<file path="config.mk">
export PLATFORM = sky130hd
export DESIGN_NAME = fwd_clk_enable_ctrl_flat
export DESIGN_NICKNAME = d
export VERILOG_FILES = /design/src/rtl/fwd_clk_enable_ctrl_if.sv /design/src/rtl/fwd_clk_enable_ctrl.sv /design/src/flat_wrapper.sv
export SDC_FILE = /design/constraint.sdc
export NUM_CORES = 1
export LEC_CHECK = 0
export CORE_UTILIZATION = 45
export DETAILED_ROUTE_END_ITERATION = 6
export PLACE_DENSITY_LB_ADDON = 0.1
export REMOVE_ABC_BUFFERS = 1
export SYNTH_ARGS = -nofsm -noshare
export SYNTH_HDL_FRONTEND = slang
export SYNTH_SLANG_ARGS = --single-unit
</file>
<file path="constraint.sdc">
create_clock -name clk -period 2.77 [get_ports clk]
set_input_delay 0.554 -clock clk [delete_from_list [all_inputs] [get_ports clk]]
set_output_delay 0.554 -clock clk [all_outputs]
set_load 0.05 [all_outputs]
</file>
<file path="src/rtl/fwd_clk_enable_ctrl_if.sv">
// rtl/fwd_clk_enable_ctrl_if.sv - control/status bundle for the clock-forwarding enable controller
interface fwd_clk_enable_ctrl_if #(
   parameter int CNT_W = 8
);
   logic             locked_async;
   logic             enable_req;
   logic             cnt_clr;
   logic             fwd_ce;
   logic             fwd_ready;
   logic [2:0]       state_o;
   logic [CNT_W-1:0] lock_loss_cnt;

   // driver side: MMCM flag and software controls in, status out
   modport master (
      output locked_async, enable_req, cnt_clr,
      input  fwd_ce, fwd_ready, state_o, lock_loss_cnt
   );

   // controller side
   modport slave (
      input  locked_async, enable_req, cnt_clr,
      output fwd_ce, fwd_ready, state_o, lock_loss_cnt
   );
endinterface

</file>
<file path="src/rtl/fwd_clk_enable_ctrl.sv">
// rtl/fwd_clk_enable_ctrl.sv - qualifies MMCM lock before enabling the forwarded-clock ODDR CE
module fwd_clk_enable_ctrl #(
   parameter int SYNC_STAGES    = 2,
   parameter int SETTLE_CYCLES  = 1024,
   parameter int HOLDOFF_CYCLES = 64,
   parameter int CNT_W          = 8
) (
   input  logic                  clk,
   input  logic                  rst,
   fwd_clk_enable_ctrl_if.slave  bus
);

   typedef enum logic [2:0] {
      OFF       = 3'd0,
      WAIT_LOCK = 3'd1,
      SETTLE    = 3'd2,
      RUN       = 3'd3,
      HOLDOFF   = 3'd4
   } state_t;

   // a 1-cycle window still needs a 1-bit counter
   localparam int SET_W  = (SETTLE_CYCLES  > 1) ? $clog2(SETTLE_CYCLES)  : 1;
   localparam int HOLD_W = (HOLDOFF_CYCLES > 1) ? $clog2(HOLDOFF_CYCLES) : 1;
   localparam logic [SET_W-1:0]  SETTLE_LAST = SET_W'(SETTLE_CYCLES - 1);
   localparam logic [HOLD_W-1:0] HOLD_LAST   = HOLD_W'(HOLDOFF_CYCLES - 1);
   localparam logic [CNT_W-1:0]  CNT_MAX     = {CNT_W{1'b1}};

   logic [SYNC_STAGES-1:0] sync_q, sync_d;
   state_t                 state_q, state_d;
   logic [SET_W-1:0]       settle_cnt_q, settle_cnt_d;
   logic [HOLD_W-1:0]      hold_cnt_q, hold_cnt_d;
   logic [CNT_W-1:0]       loss_cnt_q, loss_cnt_d;
   logic                   fwd_ce_q, fwd_ce_d;
   logic                   lk;
   logic                   loss_evt;

   assign lk = sync_q[SYNC_STAGES-1];

   // shift the raw locked flag through the synchroniser chain
   always_comb begin
      sync_d = {sync_q[SYNC_STAGES-2:0], bus.locked_async};
   end

   // next state, window counters and lock-loss event
   always_comb begin
      state_d      = state_q;
      settle_cnt_d = settle_cnt_q;
      hold_cnt_d   = hold_cnt_q;
      loss_evt     = 1'b0;
      case (state_q)
         OFF: begin
            if (bus.enable_req) state_d = WAIT_LOCK;
         end
         WAIT_LOCK: begin
            if (!bus.enable_req) state_d = OFF;
            else if (lk)         state_d = SETTLE;
         end
         SETTLE: begin
            if (!bus.enable_req)             state_d = OFF;
            else if (!lk)                    state_d = WAIT_LOCK;
            else if (settle_cnt_q == SETTLE_LAST) state_d = RUN;
            else                             settle_cnt_d = settle_cnt_q + 1'b1;
         end
         RUN: begin
            // lock loss wins over a simultaneous software disable so it is always counted
            if (!lk) begin
               state_d  = HOLDOFF;
               loss_evt = 1'b1;
            end else if (!bus.enable_req) begin
               state_d = OFF;
            end
         end
         HOLDOFF: begin
            // runs to completion regardless of lk so a flapping lock cannot shorten it
            if (hold_cnt_q == HOLD_LAST) state_d = bus.enable_req ? WAIT_LOCK : OFF;
            else                         hold_cnt_d = hold_cnt_q + 1'b1;
         end
         default: state_d = OFF;
      endcase
      if (state_d != state_q) begin
         settle_cnt_d = '0;
         hold_cnt_d   = '0;
      end
   end

   // saturating lock-loss counter with clear taking priority, and CE decode of next state
   always_comb begin
      loss_cnt_d = loss_cnt_q;
      if (loss_evt && (loss_cnt_q != CNT_MAX)) loss_cnt_d = loss_cnt_q + CNT_W'(1);
      if (bus.cnt_clr) loss_cnt_d = '0;
      fwd_ce_d = (state_d == RUN);
   end

   // synchroniser flops
   always_ff @(posedge clk or negedge rst) begin
      if (!rst) sync_q <= '0;
      else      sync_q <= sync_d;
   end

   // FSM and registered outputs; CE tracks RUN with no extra stage
   always_ff @(posedge clk or negedge rst) begin
      if (!rst) begin
         state_q      <= OFF;
         settle_cnt_q <= '0;
         hold_cnt_q   <= '0;
         loss_cnt_q   <= '0;
         fwd_ce_q     <= 1'b0;
      end else begin
         state_q      <= state_d;
         settle_cnt_q <= settle_cnt_d;
         hold_cnt_q   <= hold_cnt_d;
         loss_cnt_q   <= loss_cnt_d;
         fwd_ce_q     <= fwd_ce_d;
      end
   end

   assign bus.fwd_ce        = fwd_ce_q;
   assign bus.fwd_ready     = fwd_ce_q;
   assign bus.state_o       = state_q;
   assign bus.lock_loss_cnt = loss_cnt_q;

endmodule
</file>
<file path="src/flat_wrapper.sv">
// flat-port wrapper written by rule: the top's interface ports become plain ports
module fwd_clk_enable_ctrl_flat 
#(
   parameter int SYNC_STAGES    = 2,
   parameter int SETTLE_CYCLES  = 1024,
   parameter int HOLDOFF_CYCLES = 64,
   parameter int CNT_W          = 8
)
  (clk, rst, bus_locked_async, bus_enable_req, bus_cnt_clr, bus_fwd_ce, bus_fwd_ready, bus_state_o, bus_lock_loss_cnt);
  fwd_clk_enable_ctrl_if #(.CNT_W(CNT_W)) bus_i ();
  input  logic clk;
  input  logic rst;
  input wire logic [$bits(bus_i.locked_async)-1:0] bus_locked_async;
  input wire logic [$bits(bus_i.enable_req)-1:0] bus_enable_req;
  input wire logic [$bits(bus_i.cnt_clr)-1:0] bus_cnt_clr;
  output wire logic [$bits(bus_i.fwd_ce)-1:0] bus_fwd_ce;
  output wire logic [$bits(bus_i.fwd_ready)-1:0] bus_fwd_ready;
  output wire logic [$bits(bus_i.state_o)-1:0] bus_state_o;
  output wire logic [$bits(bus_i.lock_loss_cnt)-1:0] bus_lock_loss_cnt;
  assign bus_i.locked_async = bus_locked_async;
  assign bus_i.enable_req = bus_enable_req;
  assign bus_i.cnt_clr = bus_cnt_clr;
  assign bus_fwd_ce = bus_i.fwd_ce;
  assign bus_fwd_ready = bus_i.fwd_ready;
  assign bus_state_o = bus_i.state_o;
  assign bus_lock_loss_cnt = bus_i.lock_loss_cnt;
  fwd_clk_enable_ctrl #(.SYNC_STAGES(SYNC_STAGES), .SETTLE_CYCLES(SETTLE_CYCLES), .HOLDOFF_CYCLES(HOLDOFF_CYCLES), .CNT_W(CNT_W)) u_core (.clk(clk), .rst(rst), .bus(bus_i));
endmodule
</file>
# ---- After elaboration in Yosys (flattened, before gate mapping)
# Cells that the tools add are included.
dict set report word_totals {
  regBits 30
  out_inout_bits 13
}
dict set report classes {
  add_sub_neg 3
  eq_ne 11
  muxes 23
  reduce_logical 9
}
# op n
set ops {}
lappend ops {{two-way mux 10 bit} 5}
lappend ops {{two-way mux 3 bit} 9}
lappend ops {{two-way mux 6 bit} 3}
lappend ops {{two-way mux 8 bit} 2}
lappend ops {{case mux 3 bit (5 select lines)} 1}
lappend ops {{adder 10 x 1 -> 10 bit, second input constant} 1}
lappend ops {{equality test 10 bit, second input constant} 1}
lappend ops {{nonzero test 2 bit} 5}
lappend ops {{equality test 3 x 2 -> 1 bit, second input constant} 3}
lappend ops {{adder 8 x 1 -> 8 bit, second input constant} 1}
lappend ops {{inequality test 8 bit, second input constant} 1}
lappend ops {{adder 6 x 1 -> 6 bit, second input constant} 1}
lappend ops {{equality test 6 bit, second input constant} 1}
lappend ops {{inequality test 2 bit, second input constant} 2}
lappend ops {{AND reduction 4 bit} 1}
lappend ops {{equality test 3 x 1 -> 1 bit, second input constant} 1}
lappend ops {{equality test 3 bit, second input constant} 1}
lappend ops {{zero test 3 bit} 1}
lappend ops {{two-way mux 1 bit} 3}
lappend ops {{inequality test 3 bit} 1}
lappend ops {{AND reduction 2 bit} 1}
lappend ops {{logical AND 1 bit} 1}

# ---- Depth between registers and ports, before layout
# Gate-level depths: netlist (run 1).
dict set report depth {
  word_depth 8
  ltp_mapped 7
  ltp_nobuf 6
}

# ---- Worst setup path after synthesis (run 1)
# OpenSTA, ideal clock, no wires.
dict set report synth_timing {
  path_type {reg2reg}
  startpoint {reg u_core.loss_cnt_q[0] (netlist: u_core.bus.lock_loss_cnt[0])}
  endpoint {reg u_core.loss_cnt_q[5] (netlist: u_core.bus.lock_loss_cnt[5])}
  slack_ns 0.628
  arrival_ns 2.065
  stages_incl_launch_ff 7
  required_ns 2.692
  cell_sequence {dfrtp_1 ha_1 and3_1 a31oi_2 nand4_1 or3_1 a21oi_1}
}
dict set report synth_between {
  elab_chain_cells 3
  elab_cells_between_ends 6
  classes_between {add/sub (1); eq/ne (1); mux (2); reduce/logical (2)}
}
# element line_no
set synth_rtl {}
lappend synth_rtl {{start, declared} fwd_clk_enable_ctrl.sv:32} ;# logic [CNT_W-1:0] loss_cnt_q, loss_cnt_d;
lappend synth_rtl {{start signal, assigned} fwd_clk_enable_ctrl.sv:112} ;# loss_cnt_q <= loss_cnt_d;
lappend synth_rtl {{adder 8 x 1 -> 8 bit or inequality test 8 bit (tied branches)} fwd_clk_enable_ctrl.sv:89} ;# if (loss_evt && (loss_cnt_q != CNT_MAX)) loss_cnt_d = loss_cnt_q + CNT_W'(1);
lappend synth_rtl {{two-way mux 8 bit or logical AND 1 bit (tied branches)} fwd_clk_enable_ctrl.sv:89}
lappend synth_rtl {{two-way mux 8 bit or nonzero test 2 bit (tied branches)} --}
# Parallel ways exist; a longest one is shown, timed or not. The select of a mux whose other input is x is not followed.
# A chain may end at the register's enable or synchronous reset.

# ---- Final worst setup path (run 1)
dict set report layout_timing {
  startpoint {reg u_core.state_q[0] (netlist: u_core.bus.state_o[0])}
  endpoint {out bus_state_o[0]}
}
# element line_no
set layout_rtl {}
lappend layout_rtl {{start, declared} fwd_clk_enable_ctrl.sv:29} ;# state_t state_q, state_d;
lappend layout_rtl {{start signal, assigned} fwd_clk_enable_ctrl.sv:109} ;# state_q <= state_d;
lappend layout_rtl {{end, declared} flat_wrapper.sv:18} ;# output wire logic [$bits(bus_i.state_o)-1:0] bus_state_o;
# No word-level cell between the ends.

==> results.yml, run 1 <==
routing:
  vias_per_cell: 5.42
  vias: 1213
  first_pass_iters: 4
  ant_nets: 0
  drc: 0
  first_iter_violations: 70
  post_drt_wl_per_cell_um: 13.4
  wirelength_mm: 3.01
floorplanning:
  start_util_pct: 47.2
  die_area_mm2: 0.00377
  die_h_um: 61.4
  ios: 18
  core_area_mm2: 0.00336
  fp.dieW_um: 61.4
  rows: 21
worst_setup_path:
  cp_data_required_time_ns: 2.22
  endpoint_kind: "primary output"
  worstReg2RegStart: "u_core.settle_cnt_q[0]$_DFFE_PN0P_"
  path_class: "flop to primary output"
  crit_path_start_kind: "flop"
  rr_worst_depth: 6
  crit_start: "u_core.bus.state_o[0]$_DFF_PN0_"
  cp_num_buf_inv: 1
  max_stage_delay_ns: 0.87
  cp_max_fo: 10
  path_delay_family: "buffers and inverters"
  crit_path_top_delay_cell: "clkdlybuf4s50_1"
  r2r_slack_ns: 0.64
  path_cells: "clkdlybuf4s50_1"
  worst_r2r_endpoint: "u_core.hold_cnt_q[5]$_DFFE_PN0P_"
  cp.arrival_ns: 1.80
clocking:
  cts_sinks: 30
  cts_tree: "yes"
  cts_setup_buffers: 0
  ctsResizeCount: 0
  cts_buffers: 5
  clk_latency_ns: 0.36
  root_buffer: "clkbuf_4"
  cts_buffer_depth: 2
  h-tree-depth: 2
  hold_buffers: 0
  path_clk_slew_ns: 0.11
grt:
  first_global_vias: 1122
  grt_usage_pct: 18.8
  antenna_found_initial: 0
  grt_max_degree: 31
  grt-ovfl-total: 0
  grt_pass1_wl_mm: 4.93
cells_and_area:
  stdcell_area_mm2: 0.00186
  fillCellCount: 333
  final_common_cell: "dfrtp_1"
  antennaDiodeCount: 0
  nets: 185
  area_growth_pct: 16.9
  drive_gt1_share_pct: 9.55
  stdcell_count: 224
  layout_common_cells: "30 x dfrtp_1, 25 x nor2_1, 17 x clkdlybuf4s50_1"
synthesis:
  syn_area_per_cell_um2: 10.1
  synth.distinct_cells: 43
  ys_ff_latch: 30
  netlist_instances: 158
  async_flop_share_pct: 100
  synth_flop_cell: "dfrtp_1"
  ys.warnings.count: 0
  seq_area_frac_synth_pct: 47.2
  synth-edff-count: 0
  synth_area_mm2: 0.00159
hold_path:
  min_to: "u_core.sync_q[1]$_DFF_PN0_"
  hold_start: "u_core.sync_q[0]$_DFF_PN0_"
  hold_class: "flop to flop"
  hold_depth: 0
sta:
  period_needed_ns: 2.36
  fmax_ghz: 0.424
  finalHoldViolCount: 0
  rsz0062_at_grt: "false"
  finClkSkew_ns: 0.0161
  final.setup.tns_ns: 0
  fin_crit_sh_pct: 85.0
  relSlewSlack_pct: 66.9
  finalMaxSlewViolations: 0
  whs_ns: 0.377
  finalSetupViolations: 0
  worstMarginPinSlew_ns: 0.496
run_status:
  status: "finished, final reports clean"
power_and_ir_drop:
  leakage_nw: 0.766
  ir_worst_vdd_uv: 223
  power_density_mw_per_mm2: 485
  power_mw: 0.900
placement:
  dpl_cell_area_mm2: 0.00178
  dp_hpwl_mm: 2.13
  place.gp.congestion: 0.823
  placed_cells: 216
  io_buffers: 17
job:
  maxCapViolations: 0
## area by class of cell
class / count / area, um2 / share of cell area, %
clock buffers: 5 / 37.5 / 2.02
clock inverters: 3 / 40.0 / 2.16
inverters: 4 / 15.0 / 0.809
multi-input cells: 118 / 778 / 41.9
flip-flops and latches: 30 / 751 / 40.4
well taps: 46 / 57.6 / 3.10
repair buffers: 18 / 178 / 9.57
## cells by family (layout without fill, tap and decap cells)
group	count (synthesis)	in the layout	synth area share (%)
simple gates	79	79	27.8
fa+ha+maj	3	3	2.36
mux	4	4	2.52
compound gates	18	18	8.58
xor+xnor	14	14	7.72
flops	30	30	47.2
buf+inv	10	30	3.78
## cells in the mapped netlist (2+ instances only)
cell type	count	area share, %
mux2i_1	4	2.5
nor2_1	25	5.9
a211oi_1	2	0.94
xor2_1	6	3.3
or2_2	2	0.79
xnor2_1	8	4.4
nor3_1	7	2.2
nor4_1	2	0.79
o21ai_0	2	0.63
and3_1	5	2.0
nand2_1	8	1.9
inv_1	4	0.94
and4_1	2	1.1
a21oi_1	7	2.2
or3_1	3	1.2
buf_6	2	1.4
nand3_1	7	2.2
nand4_1	5	2.0
dfrtp_1	30	47
ha_1	3	2.4
buf_4	2	0.94
## state kept, by name (all words and copies together), names as in the netlist
signal,flops
u_core.bus.state_o,3
u_core.bus.fwd_ce,1
u_core.bus.lock_loss_cnt,8
u_core.sync_q,2
u_core.hold_cnt_q,6
u_core.settle_cnt_q,10
## power breakdown
part           switching, mW  internal, mW  total, mW
Sequential            0.0128         0.444      0.457
Combinational         0.0540        0.0336     0.0876
Clock                  0.170         0.187      0.356
## layer usage
layer	global-route usage [%]	vias up	share of wire (%)
met4	6.67	0	2.3
met1	24.1	592	48
met2	29.0	12	47
met5	0	-	0
li1	-	602	-
met3	7.56	7	3.2
## through the flow
stage / worst slack, ns / utilization (%)
floorplan: 0.615 / -
global placement: 0.294 / 52.9
finish: 0.414 / 55.2
CTS: 0.408 / 55.2
global route: 0.336 / 55.2
detailed placement: 0.212 / 52.9
## how the worst max path moves through the flow
stage                                             to  slack (ns)  cells after the start
global placement    u_core.hold_cnt_q[4]$_DFFE_PN0P_        0.29                      6
CTS                                   bus_state_o[0]        0.41                      1
detailed placement  u_core.hold_cnt_q[5]$_DFFE_PN0P_        0.21                      6
finish                                bus_state_o[0]        0.41                      1
floorplan           u_core.hold_cnt_q[4]$_DFFE_PN0P_        0.61                      5
global route                          bus_state_o[0]        0.34                      1
Note: power is estimated with default switching activity, not from simulation.
==> inputs of run 2 (changes only) <==
Settings changed: CORE_UTILIZATION 45 to 55.
==> run 2 against run 1 <==
  * Sequential share of layout area up 0.30 points
  * Die area down 18%
  * Fmax down 1.0%
  * Utilization up 12 points
  * Clock power about the same
  * Flip-flop and latch count unchanged
  * Largest cell class unchanged
  * Power up 0.26%
  * Combinational power up 2%
==> results.yml, run 2 (same netlist as run 1, synthesis figures left out) <==
sta:
  whs_ns: 0.358
  rsz0062_at_grt: "false"
  finalSetupViolations: 0
  worstMarginPinSlew_ns: 0.502
  final.setup.tns_ns: 0
  finalHoldViolCount: 0
  fin_crit_sh_pct: 85.9
  relSlewSlack_pct: 66.4
  fmax_ghz: 0.420
  finClkSkew_ns: 0.00803
  finalMaxSlewViolations: 0
  period_needed_ns: 2.38
cells_and_area:
  top_register: "u_core.settle_cnt_q"
  post-route-util_pct: 66.8
  area_growth_pct: 16.0
  largest_reg_flops: 10
  final_common_cell: "dfrtp_1"
  stdcell_count: 209
  antennaDiodeCount: 0
  layout_common_cells: "30 x dfrtp_1, 25 x nor2_1, 17 x clkdlybuf4s50_1"
  nets: 185
  drive_gt1_share_pct: 9.55
routing:
  ant_nets: 0
  first_pass_iters: 4
  drc: 0
  first_iter_violations: 56
  wirelength_mm: 3.08
  vias: 1211
  vias_per_cell: 5.79
  post_drt_wl_per_cell_um: 14.7
worst_setup_path:
  rr_worst_depth: 6
  cp_data_required_time_ns: 2.22
  cp_max_fo: 10
  crit_path_top_delay_cell: "clkdlybuf4s50_1"
  path_class: "flop to primary output"
  max_stage_delay_ns: 0.89
  cp.arrival_ns: 1.83
  crit_path_start_kind: "flop"
  endpoint_kind: "primary output"
  cp_num_buf_inv: 1
  path_cells: "clkdlybuf4s50_1"
  worstSetupPathDepth: 1
  path_delay_family: "buffers and inverters"
hold_path:
  hold_depth: 0
  hold_class: "flop to flop"
placement:
  placed_cells: 201
  io_buffers: 17
  dp_hpwl_mm: 2.20
  place.gp.congestion: 0.823
power_and_ir_drop:
  leakage_nw: 0.759
  power_density_mw_per_mm2: 490
  ir_worst_vdd_uv: 365
  power_mw: 0.903
clocking:
  h-tree-depth: 2
  cts_buffers: 5
  cts_buffer_depth: 2
  hold_buffers: 0
  path_clk_slew_ns: 0.10
  cts_setup_buffers: 0
  clk_latency_ns: 0.34
  root_buffer: "clkbuf_4"
  cts_tree: "yes"
  cts_sinks: 30
  ctsResizeCount: 0
job:
  maxCapViolations: 0
floorplanning:
  rows: 19
  core_area_mm2: 0.00276
  start_util_pct: 57.6
  ios: 18
  die_h_um: 55.8
  fp.dieW_um: 55.8
  die_area_mm2: 0.00311
grt:
  first_global_vias: 1303
  grt_max_degree: 31
  grt_pass1_wl_mm: 5.55
  grt_usage_pct: 23.6
  antenna_found_initial: 0
  grt-ovfl-total: 0
run_status:
  status: "finished, final reports clean"
run 2: cell count changes in the layout (fill, tap and decap cells not counted):
cell / previous run / this run
clkinvlp_4: 0 / 2
clkinv_2: 2 / 0
run 2: final timing paths:
| kind | startpoint | end | slack (ns) |
|---|---|---|---|
| min in group asynchronous | rst | u_core.settle_cnt_q[3]$_DFFE_PN0P_ | 0.58 |
| worst min-delay path | u_core.sync_q[0]$_DFF_PN0_ | u_core.sync_q[1]$_DFF_PN0_ | 0.36 |
| worst min register to register | u_core.sync_q[0]$_DFF_PN0_ | u_core.sync_q[1]$_DFF_PN0_ | 0.36 |
| worst max-delay path | u_core.bus.state_o[0]$_DFF_PN0_ | bus_state_o[0] | 0.39 |
| worst max register to register | u_core.settle_cnt_q[0]$_DFFE_PN0P_ | u_core.hold_cnt_q[2]$_DFFE_PN0P_ | 0.60 |
| max in group asynchronous | rst | u_core.settle_cnt_q[0]$_DFFE_PN0P_ | 1.92 |
run 2: cell type report:
cell class | count | area, um2
fillers | 225 | 915
well taps | 31 | 38.8
clock inverters | 3 | 45.0
flip-flops and latches | 30 | 751
inverters | 4 | 15.0
repair buffers | 18 | 178
clock buffers | 5 | 37.5
multi-input cells | 118 | 778
run 2: through the flow:
step / cell area [um2] / setup slack (ns)
floorplan: 1540 / 0.615
finish: 1840 / 0.390
global route: 1840 / 0.316
global placement: 1760 / 0.298
detailed placement: 1760 / 0.218
CTS: 1840 / 0.368
run 2: layer usage:
| metal | vias up | track usage (%) | wire, um |
|---|---|---|---|
| met3 | 6 | 8.60 | 137 |
| met5 | - | 0 | 0 |
| li1 | 596 | - | - |
| met1 | 583 | 27.5 | 1390 |
| met4 | 0 | 12.1 | 51 |
| met2 | 26 | 38.0 | 1500 |
run 2: where the power goes:
group	total, mW	switching (mW)	internal [mW]
Combinational	0.0891	0.0555	0.0335
Sequential	0.457	0.0131	0.444
Clock	0.357	0.168	0.189
